<file path="src/rtl/layer_compositor.sv">
// Two-stage pixel compositor: fixed-priority layer merge with HUD/background fill,
// followed by frame-synchronous screen effects (flash, fade-to-black).
module layer_compositor #(
  parameter int                 NUM_LAYERS   = 16,
  parameter int                 COLOR_W      = 12,
  parameter int                 HUD_ROWS     = 20,
  parameter logic [COLOR_W-1:0] BG_COLOR     = 12'hFDA,
  parameter int                 FLASH_FRAMES = 8,
  parameter int                 FADE_STEP    = 2
) (
  input  logic                          clk,
  input  logic                          rst_n,
  input  logic                          valid_in,
  input  logic [9:0]                    v_cnt,
  input  logic [NUM_LAYERS*COLOR_W-1:0] layer_pix,
  input  logic [NUM_LAYERS-1:0]         layer_en,
  input  logic                          frame_start,
  input  logic                          flash_req,
  input  logic                          fade_req,
  input  logic                          fade_clr,
  output logic [COLOR_W-1:0]            rgb_out,
  output logic                          valid_out,
  output logic                          fx_busy
);

  localparam int              CH_W       = COLOR_W / 3;
  localparam logic [CH_W-1:0] CH_MAX     = '1;
  localparam logic [9:0]      HUD_LAST   = 10'(HUD_ROWS);
  localparam logic [7:0]      FLASH_LAST = 8'(FLASH_FRAMES - 1);
  localparam logic [7:0]      STEP_LAST  = 8'(FADE_STEP - 1);

  typedef enum logic [1:0] {
    S_IDLE,
    S_FLASH,
    S_FADE,
    S_BLACK
  } state_e;

  state_e             state_q, state_d;
  logic [7:0]         flash_cnt_q, flash_cnt_d;
  logic [7:0]         step_q, step_d;
  logic [CH_W-1:0]    level_q, level_d;
  logic               flash_pend_q, flash_pend_d;
  logic               fade_pend_q, fade_pend_d;
  logic               clr_pend_q, clr_pend_d;
  logic               busy_q, busy_d;

  logic [COLOR_W-1:0] pix1_q, pix1_d;
  logic               vld1_q;
  logic [COLOR_W-1:0] rgb_q, rgb_d;
  logic               vld2_q;
  logic               found;

  // Stage 1: lowest enabled index with a nonzero pixel wins.
  always_comb begin
    // NOTE: every variable gets a default before any branch so no latch is inferred.
    pix1_d = '0;
    found  = 1'b0;
    for (int k = 0; k < NUM_LAYERS; k++) begin
      if (!found && layer_en[k] && (layer_pix[k*COLOR_W +: COLOR_W] != '0)) begin
        pix1_d = layer_pix[k*COLOR_W +: COLOR_W];
        found  = 1'b1;
      end
    end
    if (!found) begin
      pix1_d = (v_cnt < HUD_LAST) ? '0 : BG_COLOR;
    end
    if (!valid_in) begin
      pix1_d = '0;
    end
  end

  // Stage 2: effect is chosen from the FSM state at the moment the pixel enters.
  always_comb begin
    rgb_d = pix1_q;
    case (state_q)
      S_FLASH: if (!flash_cnt_q[0]) rgb_d = ~pix1_q;
      S_FADE: begin
        for (int c = 0; c < 3; c++) begin
          rgb_d[c*CH_W +: CH_W] = (pix1_q[c*CH_W +: CH_W] > level_q)
                                  ? pix1_q[c*CH_W +: CH_W] - level_q : '0;
        end
      end
      S_BLACK: rgb_d = '0;
      default: rgb_d = pix1_q;
    endcase
    if (!vld1_q) begin
      rgb_d = '0;
    end
  end

  // Requests latch on any cycle; the state only moves on frame_start so a frame never tears.
  always_comb begin
    state_d      = state_q;
    flash_cnt_d  = flash_cnt_q;
    step_d       = step_q;
    level_d      = level_q;
    flash_pend_d = flash_pend_q | (flash_req & ((state_q == S_IDLE) || (state_q == S_FLASH)));
    fade_pend_d  = fade_pend_q | fade_req;
    clr_pend_d   = clr_pend_q | fade_clr;

    if (frame_start) begin
      case (state_q)
        S_IDLE, S_FLASH: begin
          // A clear has nothing to undo outside FADE/BLACK, so it is dropped here.
          clr_pend_d = 1'b0;
          if (fade_pend_d) begin
            state_d      = S_FADE;
            level_d      = CH_W'(1);
            step_d       = '0;
            flash_cnt_d  = '0;
            fade_pend_d  = 1'b0;
            flash_pend_d = 1'b0;
          end else if (state_q == S_IDLE) begin
            if (flash_pend_d) begin
              state_d      = S_FLASH;
              flash_cnt_d  = '0;
              flash_pend_d = 1'b0;
            end
          end else if (flash_cnt_q == FLASH_LAST) begin
            state_d     = S_IDLE;
            flash_cnt_d = '0;
          end else begin
            flash_cnt_d = flash_cnt_q + 8'd1;
          end
        end
        S_FADE, S_BLACK: begin
          if (clr_pend_d) begin
            state_d      = S_IDLE;
            level_d      = '0;
            step_d       = '0;
            flash_pend_d = 1'b0;
            fade_pend_d  = 1'b0;
            clr_pend_d   = 1'b0;
          end else if (state_q == S_FADE) begin
            if (step_q == STEP_LAST) begin
              step_d  = '0;
              level_d = level_q + 1'b1;
              if (level_d == CH_MAX) begin
                state_d = S_BLACK;
              end
            end else begin
              step_d = step_q + 8'd1;
            end
          end
        end
        default: state_d = S_IDLE;
      endcase
    end

    busy_d = (state_d != S_IDLE) | flash_pend_d | fade_pend_d | clr_pend_d;
  end

  always_ff @(posedge clk or negedge rst_n) begin
    if (!rst_n) begin
      state_q      <= S_IDLE;
      flash_cnt_q  <= '0;
      step_q       <= '0;
      level_q      <= '0;
      flash_pend_q <= 1'b0;
      fade_pend_q  <= 1'b0;
      clr_pend_q   <= 1'b0;
      busy_q       <= 1'b0;
      pix1_q       <= '0;
      vld1_q       <= 1'b0;
      rgb_q        <= '0;
      vld2_q       <= 1'b0;
    end else begin
      // NOTE: non-blocking so every register samples pre-edge values, keeping the pipeline aligned.
      state_q      <= state_d;
      flash_cnt_q  <= flash_cnt_d;
      step_q       <= step_d;
      level_q      <= level_d;
      flash_pend_q <= flash_pend_d;
      fade_pend_q  <= fade_pend_d;
      clr_pend_q   <= clr_pend_d;
      busy_q       <= busy_d;
      pix1_q       <= pix1_d;
      vld1_q       <= valid_in;
      rgb_q        <= rgb_d;
      vld2_q       <= vld1_q;
    end
  end

  assign rgb_out   = rgb_q;
  assign valid_out = vld2_q;
  assign fx_busy   = busy_q;

endmodule

</file>
<file path="config.mk">
export PLATFORM = sky130hd
export DESIGN_NAME = layer_compositor
export DESIGN_NICKNAME = d
export VERILOG_FILES = /design/src/rtl/layer_compositor.sv
export SDC_FILE = /design/constraint.sdc
export NUM_CORES = 1
export LEC_CHECK = 0
export BUFFER_PORTS_ARGS = -buffer_cell sky130_fd_sc_hd__clkbuf_2
export CORE_UTILIZATION = 48
export CTS_CLUSTER_SIZE = 10
export DETAILED_ROUTE_END_ITERATION = 7
export GPL_TIMING_DRIVEN = 0
export PLACE_DENSITY = 0.8
export SETUP_SLACK_MARGIN = 0.1
export SLEW_MARGIN = 5
export SYNTH_ARGS = -nofsm -noshare
export SYNTH_HDL_FRONTEND = slang
export SYNTH_SLANG_ARGS = --single-unit
</file>
<file path="constraint.sdc">
create_clock -name clk -period 2.6 [get_ports clk]
set_input_delay 0.26 -clock clk [delete_from_list [all_inputs] [get_ports clk]]
set_output_delay 0.26 -clock clk [all_outputs]
set_load 0.01 [all_outputs]
</file>
== After elaboration in Yosys (flattened, before gate mapping) ==
Cells that the tools add are included.

* Memory bits (read-only): 0
* Memories: 0
* RAM bits: 0
* Word-level logic and storage cells: 186
* Register bits: 52
* Output and inout bits: 14
* Input port bits: 225
* Bits in latches: 0

* Bitwise gates (word level): 8
* Multiplexer cells: 75
* $add $sub $neg: 6
* Shift operators: 0
* Divide/modulo/power cells: 0
* Order comparisons: 4
* Equal/unequal tests: 10
* Reductions and logical operators: 71
* Multipliers: 0

{| class="wikitable"
|+ Operators by type and width
! operator !! count
|-
| $mux W12 || 21
|-
| $reduce_bool A12 Y1 || 16
|-
| $mux W8 || 8
|-
| $pmux W12 S3 || 1
|-
| $logic_and A1 B1 Y1 || 31
|-
| $mux W4 || 7
|-
| $mux W1 || 24
|-
| $mux W2 || 9
|-
| $add A8 B1 Y8 const B || 2
|-
| $pmux W8 S2 || 1
|-
| $logic_not A1 Y1 || 15
|-
| $gt A4 B4 Y1 || 3
|-
| $not A12 Y12 || 1
|-
| $sub A4 B4 Y4 || 3
|-
| $lt A10 B5 Y1 const B || 1
|-
| $eq A8 B1 Y1 const B || 1
|-
| $eq A8 B3 Y1 const B || 1
|-
| $pmux W4 S2 || 1
|-
| $ne A3 B3 Y1 const B || 2
|-
| $or A1 B1 Y1 || 6
|-
| $reduce_and A3 Y1 || 2
|-
| $add A4 B1 Y4 const B || 1
|-
| $eq A2 B2 Y1 const B || 2
|-
| $eq A4 B4 Y1 const B || 1
|-
| 12 further kinds || 14
|}

== Logic depth before layout (Yosys ltp) ==
Gate-level depths: netlist of run 1.

* Depth after elaboration: 65
* Mapped depth: 11
* Mapped depth without buffers: 11

== Worst setup path after synthesis of run 1 ==
OpenSTA, ideal clock, no wires.

* Path kind: input -> register
* Start: input port layer_pix[15]
* End: register pix1_q[0]
* Path slack: -0.123 ns
* Cell stages on the path: 8
* Arrival time: 2.595 ns
* Path through: or4_4 o41a_1 or3_1 buf_6 or4_4 o22ai_1 a21o_1 a31oi_1

* Word-level cells in the longest chain between the ends: 61

{| class="wikitable"
|+ Ends and longest elaborated chain
! element !! line !! text
|-
| start, declared || 15 || <nowiki>input logic [NUM_LAYERS*COLOR_W-1:0] layer_pix,</nowiki>
|-
| $reduce_bool A12 Y1 * || 60 || <nowiki>if (!found && layer_en[k] && (layer_pix[k*COLOR_W +: COLOR_W] != '0)) begin</nowiki>
|-
| $logic_and A1 B1 Y1 * || 60 ||
|-
| $mux W1 || 60 ||
|-
| $logic_not A1 Y1 || 60 ||
|-
| $logic_and A1 B1 Y1 (2 in a row) || 60 ||
|-
| $mux W1 || 60 ||
|-
| $logic_not A1 Y1 || 60 ||
|-
| $logic_and A1 B1 Y1 (2 in a row) || 60 ||
|-
| [42 not listed] || -- ||
|-
| $logic_and A1 B1 Y1 (2 in a row) || 60 ||
|-
| $mux W1 || 60 ||
|-
| $logic_not A1 Y1 || 60 ||
|-
| $logic_and A1 B1 Y1 (2 in a row) || 60 ||
|-
| $mux W12 or $mux W1 (tied branches) || 60 ||
|-
| $mux W12 * || 65 || <nowiki>if (!found) begin</nowiki>
|-
| $mux W12 * || 68 || <nowiki>if (!valid_in) begin</nowiki>
|-
| net pix1_d[0] || 48 || <nowiki>logic [COLOR_W-1:0] pix1_q, pix1_d;</nowiki>
|-
| end signal, assigned || 178 || <nowiki>pix1_q <= pix1_d;</nowiki>
|-
| end, declared || 48 ||
|}

The timed path passes the listed nets; every way through them passes the cells marked *.
A chain may end at the register's enable or synchronous reset.

== Worst setup path in the final report of run 1 ==
* Start: input port layer_pix[67]
* End: register pix1_q[0]

* Word-level cells in the longest chain between the ends: 45

{| class="wikitable"
|+ Ends and longest elaborated chain
! element !! line
|-
| $reduce_bool A12 Y1 * || 60
|-
| $logic_and A1 B1 Y1 * || 60
|-
| $mux W1 || 60
|-
| $logic_not A1 Y1 || 60
|-
| $logic_and A1 B1 Y1 (2 in a row) || 60
|-
| $mux W1 || 60
|-
| $logic_not A1 Y1 || 60
|-
| $logic_and A1 B1 Y1 (2 in a row) || 60
|-
| [26 not listed] || --
|-
| $logic_and A1 B1 Y1 (2 in a row) || 60
|-
| $mux W1 || 60
|-
| $logic_not A1 Y1 || 60
|-
| $logic_and A1 B1 Y1 (2 in a row) || 60
|-
| $mux W12 or $mux W1 (tied branches) || 60
|-
| $mux W12 * || 65
|-
| $mux W12 * || 68
|-
| net pix1_d[0] || 48
|}

Marked as above.

==> flow_summary_export.csv, run 1 <==
group,metric,value,unit
run_status,outcome,"finished clean",
finish,seq_area,0.00130,mm2
timing,min_period_over_period,99.1,%
critical_path,arrival,2800,ps
grt,grt_start_max_net_pins,53,
finish,fillers,929,
grt,grt_first_pass_wirelength,33300,um
hold_path,hp-class,"in2reg",
yosys,synth.avg_cell_area,7.62,um2
route,vias_per_cell,6.53,
power_and_ir_drop,leakage,3.31,nW
clock_network,h-tree-depth,2,
yosys,yosysSeqAreaShare,25.0,%
finish,post-route-util,69.3,%
clock_network,clockBufferDepth,2,
timing,fin_worst_skew,8.93,ps
timing,hold_viol,0,
clock_network,clock-sinks,52,
yosys,syn_area,0.00521,mm2
timing,fin_crit,2580,ps
route,route.met2.wl,10700,um
finish,instances_no_fill,1090,
route,first_pass_iters,8,
yosys,syn_nets,929,
timing,fin_ws,23.6,ps
route,avgRoutedWirePerCell,20.7,um
die,core,0.0104,mm2
place,place.gp.congestion,1.08,
die,initial_core_util,50.0,%
route,ant_nets,0,
clock_network,clk_latency,310,ps
grt,antenna_found_initial,0,
yosys,synth_flop_cell,"dfrtp_1",
critical_path,required,2820,ps
yosys,ys_ff_latch,52,
finish,multiInputGateArea,0.00400,mm2
timing,finalSetupViolCount,0,
yosys,ys_async_sr_fraction,100,%
clock_network,cts_buffers,5,
grt,grt_use_total,37.7,%
yosys,synth-edff-count,0,
route,num_vias,7114,
die,die_h,106,um
route,m1WireLength,8380,um
critical_path,critPathKind,"in2reg",
critical_path,end_kind,"flop",
die,io_pins,239,
place,dp_hpwl,17900,um
place,dp.cells,1055,
yosys,yosys_warnings,0,
timing,fmax,0.388,GHz
place,post-place-ws,-767,ps
yosys,yosys.cell_types.count,76,
place,numPortBuffers,235,
finish,num_antenna_cells,0,
grt,overflow,0,
yosys,synth_cells,684,
run,drv_cap,0,
finish,fin_nets,1198,
route,drt_wl_total,22500,um
power_and_ir_drop,power_density,396,mW/mm2
route,drtIter0Drc,871,
clock_network,root_buffer,"clkbuf_8",
die,die_area,0.0113,mm2
clock_network,cts_tree,"done",
die,fp.dieW,106,um
finish,drive_gt1_share,35.1,%
finish,synthToLayoutAreaGrowth,38.5,%
critical_path,startpoint_type,"input pin",
timing,max_slew_margin,61.4,%
timing,rsz0062_at_grt,"yes",
timing,tightest_slew,580,ps
critical_path,critPathMaxFanout,6,
route,highest_layer,"met4",
grt,grt_pass1_vias,6702,
clock_network,clk_pin_slew_worst_paths,90,ps
die,rows,37,
timing,slew_violations,0,
power_and_ir_drop,ir_drop,508,uV
route,wl_met3,2350,um
route,drc_errors,0,
what timing repair did:
| action | 4_1_cts | 5_1_grt |
|---|---|---|
| pin swaps | 9 | 23 |
| hold endpoints to repair | 0 | 20 |
| cloned | 0 | 1 |
| resized for setup | 26 | 45 |
| hold buffers | 0 | 1 |
| buffers inserted | 12 | 13 |
| endpoints found under the setup margin | 11 | 12 |
kinds of logic (layout without fill, tap and decap cells):
kind of cell               after synthesis  in the layout  share of synthesized area, %
and+or+nand+nor                        299            299                          30.6
AOI/OAI and AO/OA                      240            240                          31.7
buffers and inverters                   53            323                          4.03
DFF                                     52             52                          25.0
adders and majority gates               20             20                          5.24
xor gates and xnor gates                15             15                          2.52
muxes                                    5              5                         0.961
metal layers:
layer / vias to the layer above / track usage [%]
met1: 3263 / 45.8
met4: 0 / 18.1
met5: - / 0
li1: 3232 / -
met3: 136 / 7.79
met2: 483 / 63.5
area by class of cell:
cell class / count / share of cell area, %
Timing Repair Buffer: 263 / 19.5
Inverter: 27 / 1.40
Tap cell: 136 / 2.36
Clock buffer: 6 / 1.14
Sequential cell: 52 / 18.0
Multi-Input combinational cell: 579 / 55.5
Buffer: 25 / 1.87
Clock inverter: 2 / 0.191
worst max-delay path, stage by stage:
cell and delay (ps):
clkbuf_2 120, or4_1 560, o31a_1 400, or3_1 370, buf_6 160, nor4_4 320
buf_4 200, nand2_2 50, a21o_1 180, a31oi_1 180
where the power goes:
| part | total [W] | switching, W | internal, W |
|---|---|---|---|
| clock network | 0.000486 | 0.000268 | 0.000218 |
| registers | 0.000982 | 0.0000781 | 0.000904 |
| logic | 0.00139 | 0.000816 | 0.000572 |
layout by cell type (no fill, tap or decap), types with 12 or more instances in the layout:
cell type and instances:
nand2_1 87, buf_4 24, dfrtp_1 52, inv_1 26, nor4_1 22, ha_1 17, nor2b_1 15, a21oi_1 39
clkbuf_1 17, nor2_1 40, a31oi_1 16, o31ai_1 12, o21ai_0 53, clkbuf_2 235, and3_1 15, nand3_1 31
or4_1 23, nor3_1 12
final timing paths:
check	slack (ps)	to	depth (start not counted)	start
worst max-delay path	20	pix1_q[0]$_DFF_PN0_	10	layer_pix[67]
max in group asynchronous	1640	state_q[0]$_DFF_PN0_	3	rst_n
worst max register to register	290	rgb_out[10]$_DFF_PN0_	10	level_q[0]$_DFFE_PN0P_
min in group asynchronous	430	step_q[2]$_DFFE_PN0P_	2	rst_n
worst min-delay path	130	vld1_q$_DFF_PN0_	1	valid_in
worst min register to register	510	flash_cnt_q[7]$_DFFE_PN0P_	1	flash_cnt_q[7]$_DFFE_PN0P_
cell usage after synthesis, types with 4 or more instances:
| master | n | area [um2] |
|---|---|---|
| nand2_1 | 89 | 334 |
| o21ai_0 | 56 | 280 |
| dfrtp_1 | 52 | 1300 |
| nor2_1 | 44 | 165 |
| a21oi_1 | 40 | 200 |
| nand3_1 | 31 | 155 |
| inv_1 | 26 | 97.6 |
| nor4_1 | 26 | 163 |
| or4_1 | 24 | 180 |
| clkbuf_1 | 21 | 78.8 |
| a31oi_1 | 19 | 119 |
| ha_1 | 17 | 213 |
| o31ai_1 | 16 | 120 |
| and3_1 | 15 | 93.8 |
| nor2b_1 | 15 | 93.8 |
| nor3_1 | 14 | 70.1 |
| o221ai_1 | 10 | 87.6 |
| a22oi_1 | 9 | 67.6 |
| and2_1 | 9 | 56.3 |
| o22ai_1 | 9 | 56.3 |
| xnor2_1 | 9 | 78.8 |
| o211ai_1 | 7 | 52.6 |
| a211oi_1 | 6 | 45.0 |
| a221oi_1 | 6 | 52.6 |
| o31a_1 | 6 | 52.6 |
| xor2_1 | 6 | 52.6 |
| a21o_1 | 5 | 37.5 |
| mux2i_1 | 5 | 50.1 |
| nand4_1 | 5 | 31.3 |
| a221o_1 | 4 | 40.0 |
| a22o_1 | 4 | 35.0 |
| a41oi_1 | 4 | 35.0 |
| o2bb2ai_1 | 4 | 35.0 |
metrics by stage:
step                instance area [um2]  setup TNS, ps  hold slack (ps)  total power (W)
detailed placement                 6580          -7480              441          0.00228
global placement                   6580          -8250              437          0.00226
global route                       7220          -5.23              114          0.00304
floorplan                          5240              0            -35.6          0.00175
finish                             7220              0              128          0.00286
CTS                                6890              0              115          0.00278
sequential cells by signal, summed over array words and instances, names as in the netlist:
register / count
step_q: 8
flash_cnt_q: 8
vld1_q: 1
valid_out: 1
pix1_q: 12
level_q: 4
flash_pend_q: 1
rgb_out: 12
clr_pend_q: 1
state_q: 2
fade_pend_q: 1
fx_busy: 1
(Power assumes the default switching activity.)
==> run 2, diff against run 1 <==
CELL_PAD_IN_SITES_DETAIL_PLACEMENT = 1   (was not set)
CELL_PAD_IN_SITES_GLOBAL_PLACEMENT = 1   (was not set)
CORE_UTILIZATION = 33   (was 48)
PLACE_DENSITY = 0.79   (was 0.8)
clock period = 2.7 ns   (was 2.6 ns; I/O delays follow)
==> run 2 against run 1 <==
Effect of this change: the flow now finishes with violations (setup timing); via count fell by 3.4%; sequential share of layout area fell by 0.12 points; first-iteration DRC count fell by 50%; worst setup slack got worse by 41 ps; clock power rose by 48%; critical path depth did not move; final cell count rose by 6.4%; largest cell class unchanged.
==> flow_summary_export.csv, run 2 (synthesized netlist as in run 1, its figures left out) <==
group,metric,value,unit
power_and_ir_drop,internal_power,0.00185,W
die,die_area,0.0163,mm2
place,numPortBuffers,235,
finish,mostFrequentLayoutCell,"clkbuf_2",
die,core,0.0153,mm2
grt,grt_pass1_vias,7058,
critical_path,crit_path_max_incr_delay,560,ps
critical_path,crit_chain,"buf_6 -> or4_4 -> o41a_1 -> nor3_2 -> buf_6 -> buf_4 -> and3_1 -> o2bb2ai_1 -> nor3_1 -> o41ai_1",
run,drv_cap,0,
critical_path,critPathMaxFanout,7,
die,io_pins,239,
clock_network,clockBufferDepth,2,
critical_path,r2r-start,"level_q[0]$_DFFE_PN0P_",
clock_network,cts_hold_buf,0,
die,initial_core_util,34.0,%
power_and_ir_drop,leakage,3.29,nW
die,rows,45,
timing,min_period_over_period,101,%
route,drc_errors,0,
critical_path,cpMostUsedCell,"buf_6",
power_and_ir_drop,ir_drop,293,uV
run_status,outcome,"finished with violations",
place,dp_hpwl,19800,um
timing,fin_worst_skew,7.37,ps
critical_path,crit_slowest_cell,"or4_4",
power_and_ir_drop,power_density,414,mW/mm2
timing,fmax,0.368,GHz
clock_network,clk_latency,300,ps
timing,finalSetupViolCount,1,
timing,tightest_slew,858,ps
grt,grt_use_total,29.2,%
timing,max_slew_margin,42.5,%
run_status,violations,"setup timing",
timing,hold_viol,0,
die,fp.dieW,128,um
timing,fin_crit,2720,ps
power_and_ir_drop,comb_power_share,44.4,%
power_and_ir_drop,p_sw,0.00115,W
power_and_ir_drop,seq_power_share,31.6,%
finish,fillers,2008,
route,first_pass_iters,5,
grt,grt_start_max_net_pins,53,
route,avgRoutedWirePerCell,20.8,um
finish,fin_nets,1191,
route,drt_wl_total,24100,um
clock_network,clk_pin_slew_worst_paths,70,ps
grt,overflow,0,
power_and_ir_drop,swShare,38.3,%
clock_network,cts_tree,"done",
place,post-place-ws,-620,ps
hold_path,hp-class,"in2async",
finish,final_cell_mix,"clkbuf_2 (234), nand2_1 (88), o21ai_0 (54)",
timing,fin_ws,-17.0,ps
place,place.gp.congestion,0.936,
route,ant_nets,0,
critical_path,arrival,2850,ps
route,vias_per_cell,5.92,
grt,grt_first_pass_wirelength,37000,um
clock_network,h-tree-depth,2,
critical_path,critPathKind,"in2reg",
power_and_ir_drop,power_frac_clock,24.0,%
route,drtIter0Drc,437,
critical_path,required,2840,ps
timing,slew_violations,0,
grt,antenna_found_initial,3,
finish,drive_gt1_share,33.4,%
clock_network,cts_buffers,5,
finish,synthToLayoutAreaGrowth,39.5,%
timing,whs,6.99,ps
critical_path,startpoint_type,"input pin",
route,num_vias,6870,
critical_path,end_kind,"flop",
die,die_h,128,um
timing,rsz0062_at_grt,"yes",
clock_network,root_buffer,"clkbuf_16",
clock_network,clock-sinks,52,
critical_path,crit_start,"layer_pix[16]",
-- run 2: cell types whose count changed in the layout (fill, tap and decap cells not counted), moves of 2 or more --
cell       previous run  this run
clkbuf_16             0         5
o31ai_4               3         1
and2_1                7         9
a211oi_2              3         1
clkbuf_1             17        20
and2_2                2         0
buf_2                 3         1
buf_4                24        22
nor2_1               40        42
clkbuf_8              6         0
diode_2               0         2
-- run 2: worst paths after layout --
check                                                  end  depth (start not counted)  slack [ps]
worst max-delay path                   pix1_q[4]$_DFF_PN0_                         10         -20
worst min-delay path                  rgb_out[1]$_DFF_PN0_                          1           7
worst min register to register  flash_cnt_q[7]$_DFFE_PN0P_                          1         480
min in group clk                          vld1_q$_DFF_PN0_                          1         180
worst max register to register       rgb_out[10]$_DFF_PN0_                         10         340
max in group asynchronous           level_q[0]$_DFFE_PN0P_                          1        2260
-- run 2: area by class of cell --
type | count | area, um2 | area share, %
Multi-Input combinational cell | 579 | 3960 | 54.5
Timing Repair Buffer | 256 | 1350 | 18.5
Sequential cell | 52 | 1300 | 17.9
Tap cell | 211 | 264 | 3.63
Clock buffer | 6 | 129 | 1.77
Buffer | 25 | 126 | 1.74
Inverter | 27 | 101 | 1.39
Clock inverter | 2 | 35.0 | 0.482
Antenna cell | 2 | 5.00 | 0.0689
-- run 2: metrics by stage --
step / power [W] / instances / cell area, um2 / setup TNS, ps / utilization (%)
after global placement: 0.00219 / 1130 / 6680 / -5230 / 43.6
final: 0.00300 / 1160 / 7270 / -17.0 / 47.4
after detailed placement: 0.00222 / 1130 / 6680 / -5600 / 43.6
after CTS: 0.00298 / 1148 / 6990 / 0 / 45.7
after floorplan: 0.00169 / 684 / 5240 / 0 / -
after global routing: 0.00321 / 1160 / 7270 / -7.33 / 47.4
-- run 2: power by group through the flow --
stage          Combinational [W]  Sequential (W)  Clock (W)
5_1_grt                  0.00148        0.000963   0.000768
3_3_place_gp             0.00123        0.000961          0
2_1_floorplan           0.000723        0.000966          0
6_report                 0.00133        0.000950   0.000720
4_1_cts                  0.00129        0.000950   0.000741
3_5_place_dp             0.00126        0.000966          0
-- run 2: repair_timing --
| item | in CTS | in global routing |
|---|---|---|
| setup endpoints to repair | 12 | 13 |
| hold endpoints to repair | 0 | 0 |
| buffers inserted | 11 | 10 |
| pin swaps | 10 | 19 |
| gates resized for setup | 18 | 34 |
-- run 2: per-layer routing --
layer	up-vias	routed length (um)	global-route usage (%)
met5	-	11	0
met2	309	12400	53.7
met1	3288	9250	32.9
li1	3205	-	-
met3	66	1480	4.76
met4	2	974	13.2
-- run 2: critical path: cells and delay by family --
family                 cells  cell delay, ps
AO/OA/AOI/OAI              3            1100
buffers and inverters      3             390
AND/OR/NAND/NOR            4            1090
==> run 3, diff against run 2 <==
BUFFER_PORTS_ARGS = -buffer_cell sky130_fd_sc_hd__buf_2   (was -buffer_cell sky130_fd_sc_hd__clkbuf_2)
==> run 3 against run 2 <==
Effect of this change: sequential power hardly changed; count of clock-buffer cells in the layout is 1 lower; global-route usage hardly changed; critical path type unchanged; the flow now finishes without violations; non-clock buffer count down 4; combinational power is essentially flat; first-iteration DRC count is 26% lower; critical path depth rose by 1; sequential share of layout area fell by 0.066 points.
==> flow_summary_export.csv, run 3 (synthesized netlist as in run 1, its figures left out) <==
group,metric,value,unit
route,vias_per_cell,5.89,
timing,totalNegativeSetupSlack,0,ps
critical_path,startpoint_type,"input pin",
grt,grt_pass1_vias,7137,
timing,rsz0062_at_grt,"yes",
place,numPortBuffers,235,
hold_path,hp-start,"valid_in",
power_and_ir_drop,leakage,3.26,nW
timing,hold_viol,0,
finish,final_cell_mix,"buf_2 (232), nand2_1 (87), o21ai_0 (52)",
clock_network,cts_buffers,5,
power_and_ir_drop,power_density,438,mW/mm2
route,drt_wl_total,24100,um
timing,fmax,0.377,GHz
power_and_ir_drop,total_power,0.00320,W
grt,overflow,0,
die,fp.dieW,128,um
die,die_area,0.0163,mm2
clock_network,clk_latency,300,ps
clock_network,cts_tree,"done",
timing,tightest_slew,1130,ps
finish,synthToLayoutAreaGrowth,40.1,%
critical_path,timing.rr.end,"rgb_out[10]$_DFF_PN0_",
place,post-place-ws,-612,ps
clock_network,root_buffer,"clkbuf_16",
finish,fin_nets,1187,
timing,fin_worst_skew,7.56,ps
clock_network,clock-sinks,52,
timing,finalSetupViolCount,0,
finish,mostFrequentLayoutCell,"buf_2",
hold_path,hold_depth,1,
route,first_pass_iters,7,
timing,max_slew_margin,24.4,%
critical_path,critPathKind,"in2reg",
finish,fillers,1990,
timing,min_period_over_period,98.1,%
die,rows,45,
route,avgRoutedWirePerCell,20.8,um
timing,fin_ws,50.0,ps
hold_path,min_to,"vld1_q$_DFF_PN0_",
place,dp_hpwl,20000,um
grt,grt_start_max_net_pins,53,
clock_network,h-tree-depth,2,
critical_path,r2r_slack,390,ps
critical_path,r2r-start,"level_q[1]$_DFFE_PN0P_",
place,place.gp.congestion,0.932,
route,drc_errors,0,
critical_path,arrival,2860,ps
grt,grt_first_pass_wirelength,37200,um
run_status,outcome,"finished clean",
die,core,0.0153,mm2
route,ant_nets,0,
critical_path,required,2910,ps
run,drv_cap,0,
die,die_h,128,um
clock_network,clk_pin_slew_worst_paths,70,ps
route,drtIter0Drc,325,
clock_network,clockBufferDepth,2,
route,num_vias,6841,
finish,drive_gt1_share,33.6,%
grt,antenna_found_initial,7,
die,io_pins,239,
critical_path,rr_worst_depth,9,
power_and_ir_drop,ir_drop,347,uV
critical_path,critPathMaxFanout,7,
die,initial_core_util,34.0,%
critical_path,end_kind,"flop",
grt,grt_use_total,29.2,%
timing,fin_crit,2650,ps
timing,slew_violations,0,
hold_path,hp-class,"in2reg",
==> run 3: cell count changes in the layout (fill, tap and decap cells not counted), sizes merged <==
cell,delta
clkinv,-1
diode,+6
buf,+229
clkbuf,-234
bufinv,+2
==> run 3: power breakdown <==
group / internal [W] / total (W) / switching (W)
clock network: 0.000625 / 0.000913 / 0.000288
logic: 0.000543 / 0.00133 / 0.000787
registers: 0.000873 / 0.000953 / 0.0000799
==> run 3: area by class of cell <==
cell class	count	area, um2	area share (%)
flip-flops and latches	52	1300	17.8
well taps	211	264	3.62
clock inverters	3	90.1	1.23
repair buffers	252	1330	18.3
clock buffers	5	125	1.71
multi-input cells	579	3940	54.0
diodes	8	20.0	0.274
inverters	27	101	1.39
plain buffers	25	123	1.68
==> run 3: metal layers <==
layer	vias to the layer above	part of all wire, %	GRT usage [%]
met1	3284	38	33.7
met5	-	0.20	0
li1	3196	-	-
met4	8	4.0	12.1
met3	76	6.8	4.26
met2	277	51	53.8
==> run 3: worst max-delay path by stage <==
stage | from | endpoint | cells after the start
2_1_floorplan | layer_pix[16] | pix1_q[0]$_DFF_PN0_ | 8
3_3_place_gp | layer_pix[67] | pix1_q[4]$_DFF_PN0_ | 8
3_5_place_dp | layer_pix[67] | pix1_q[4]$_DFF_PN0_ | 8
4_1_cts | layer_pix[15] | pix1_q[0]$_DFF_PN0_ | 10
5_1_grt | layer_pix[22] | pix1_q[8]$_DFF_PN0_ | 10
6_report | layer_pix[22] | pix1_q[11]$_DFF_PN0_ | 11
==> run 3: timing repair <==
item | 4_1_cts | 5_1_grt
buffers inserted | 12 | 5
setup endpoints to repair | 12 | 14
pin swaps | 14 | 20
gates resized for setup | 25 | 33
hold buffers | 0 | 0
==> run 3: critical path, cell delays in order <==
cell      delay, ps
buf_6           100
or4_4           560
o41a_1          480
or3_1           420
buf_6           160
buf_6           120
buf_4           140
nor2_4          110
o32a_4          190
o221ai_4        110
a31oi_1         200
==> run 3: metrics by stage <==
step | instance area (um2) | utilization [%] | instances | hold slack [ps]
after floorplan | 5240 | - | 684 | -25.6
after global placement | 6680 | 43.6 | 1130 | 447
after detailed placement | 6680 | 43.6 | 1130 | 446
after CTS | 7090 | 46.3 | 1149 | 152
after global routing | 7290 | 47.6 | 1157 | 159
final | 7300 | 47.7 | 1162 | 163
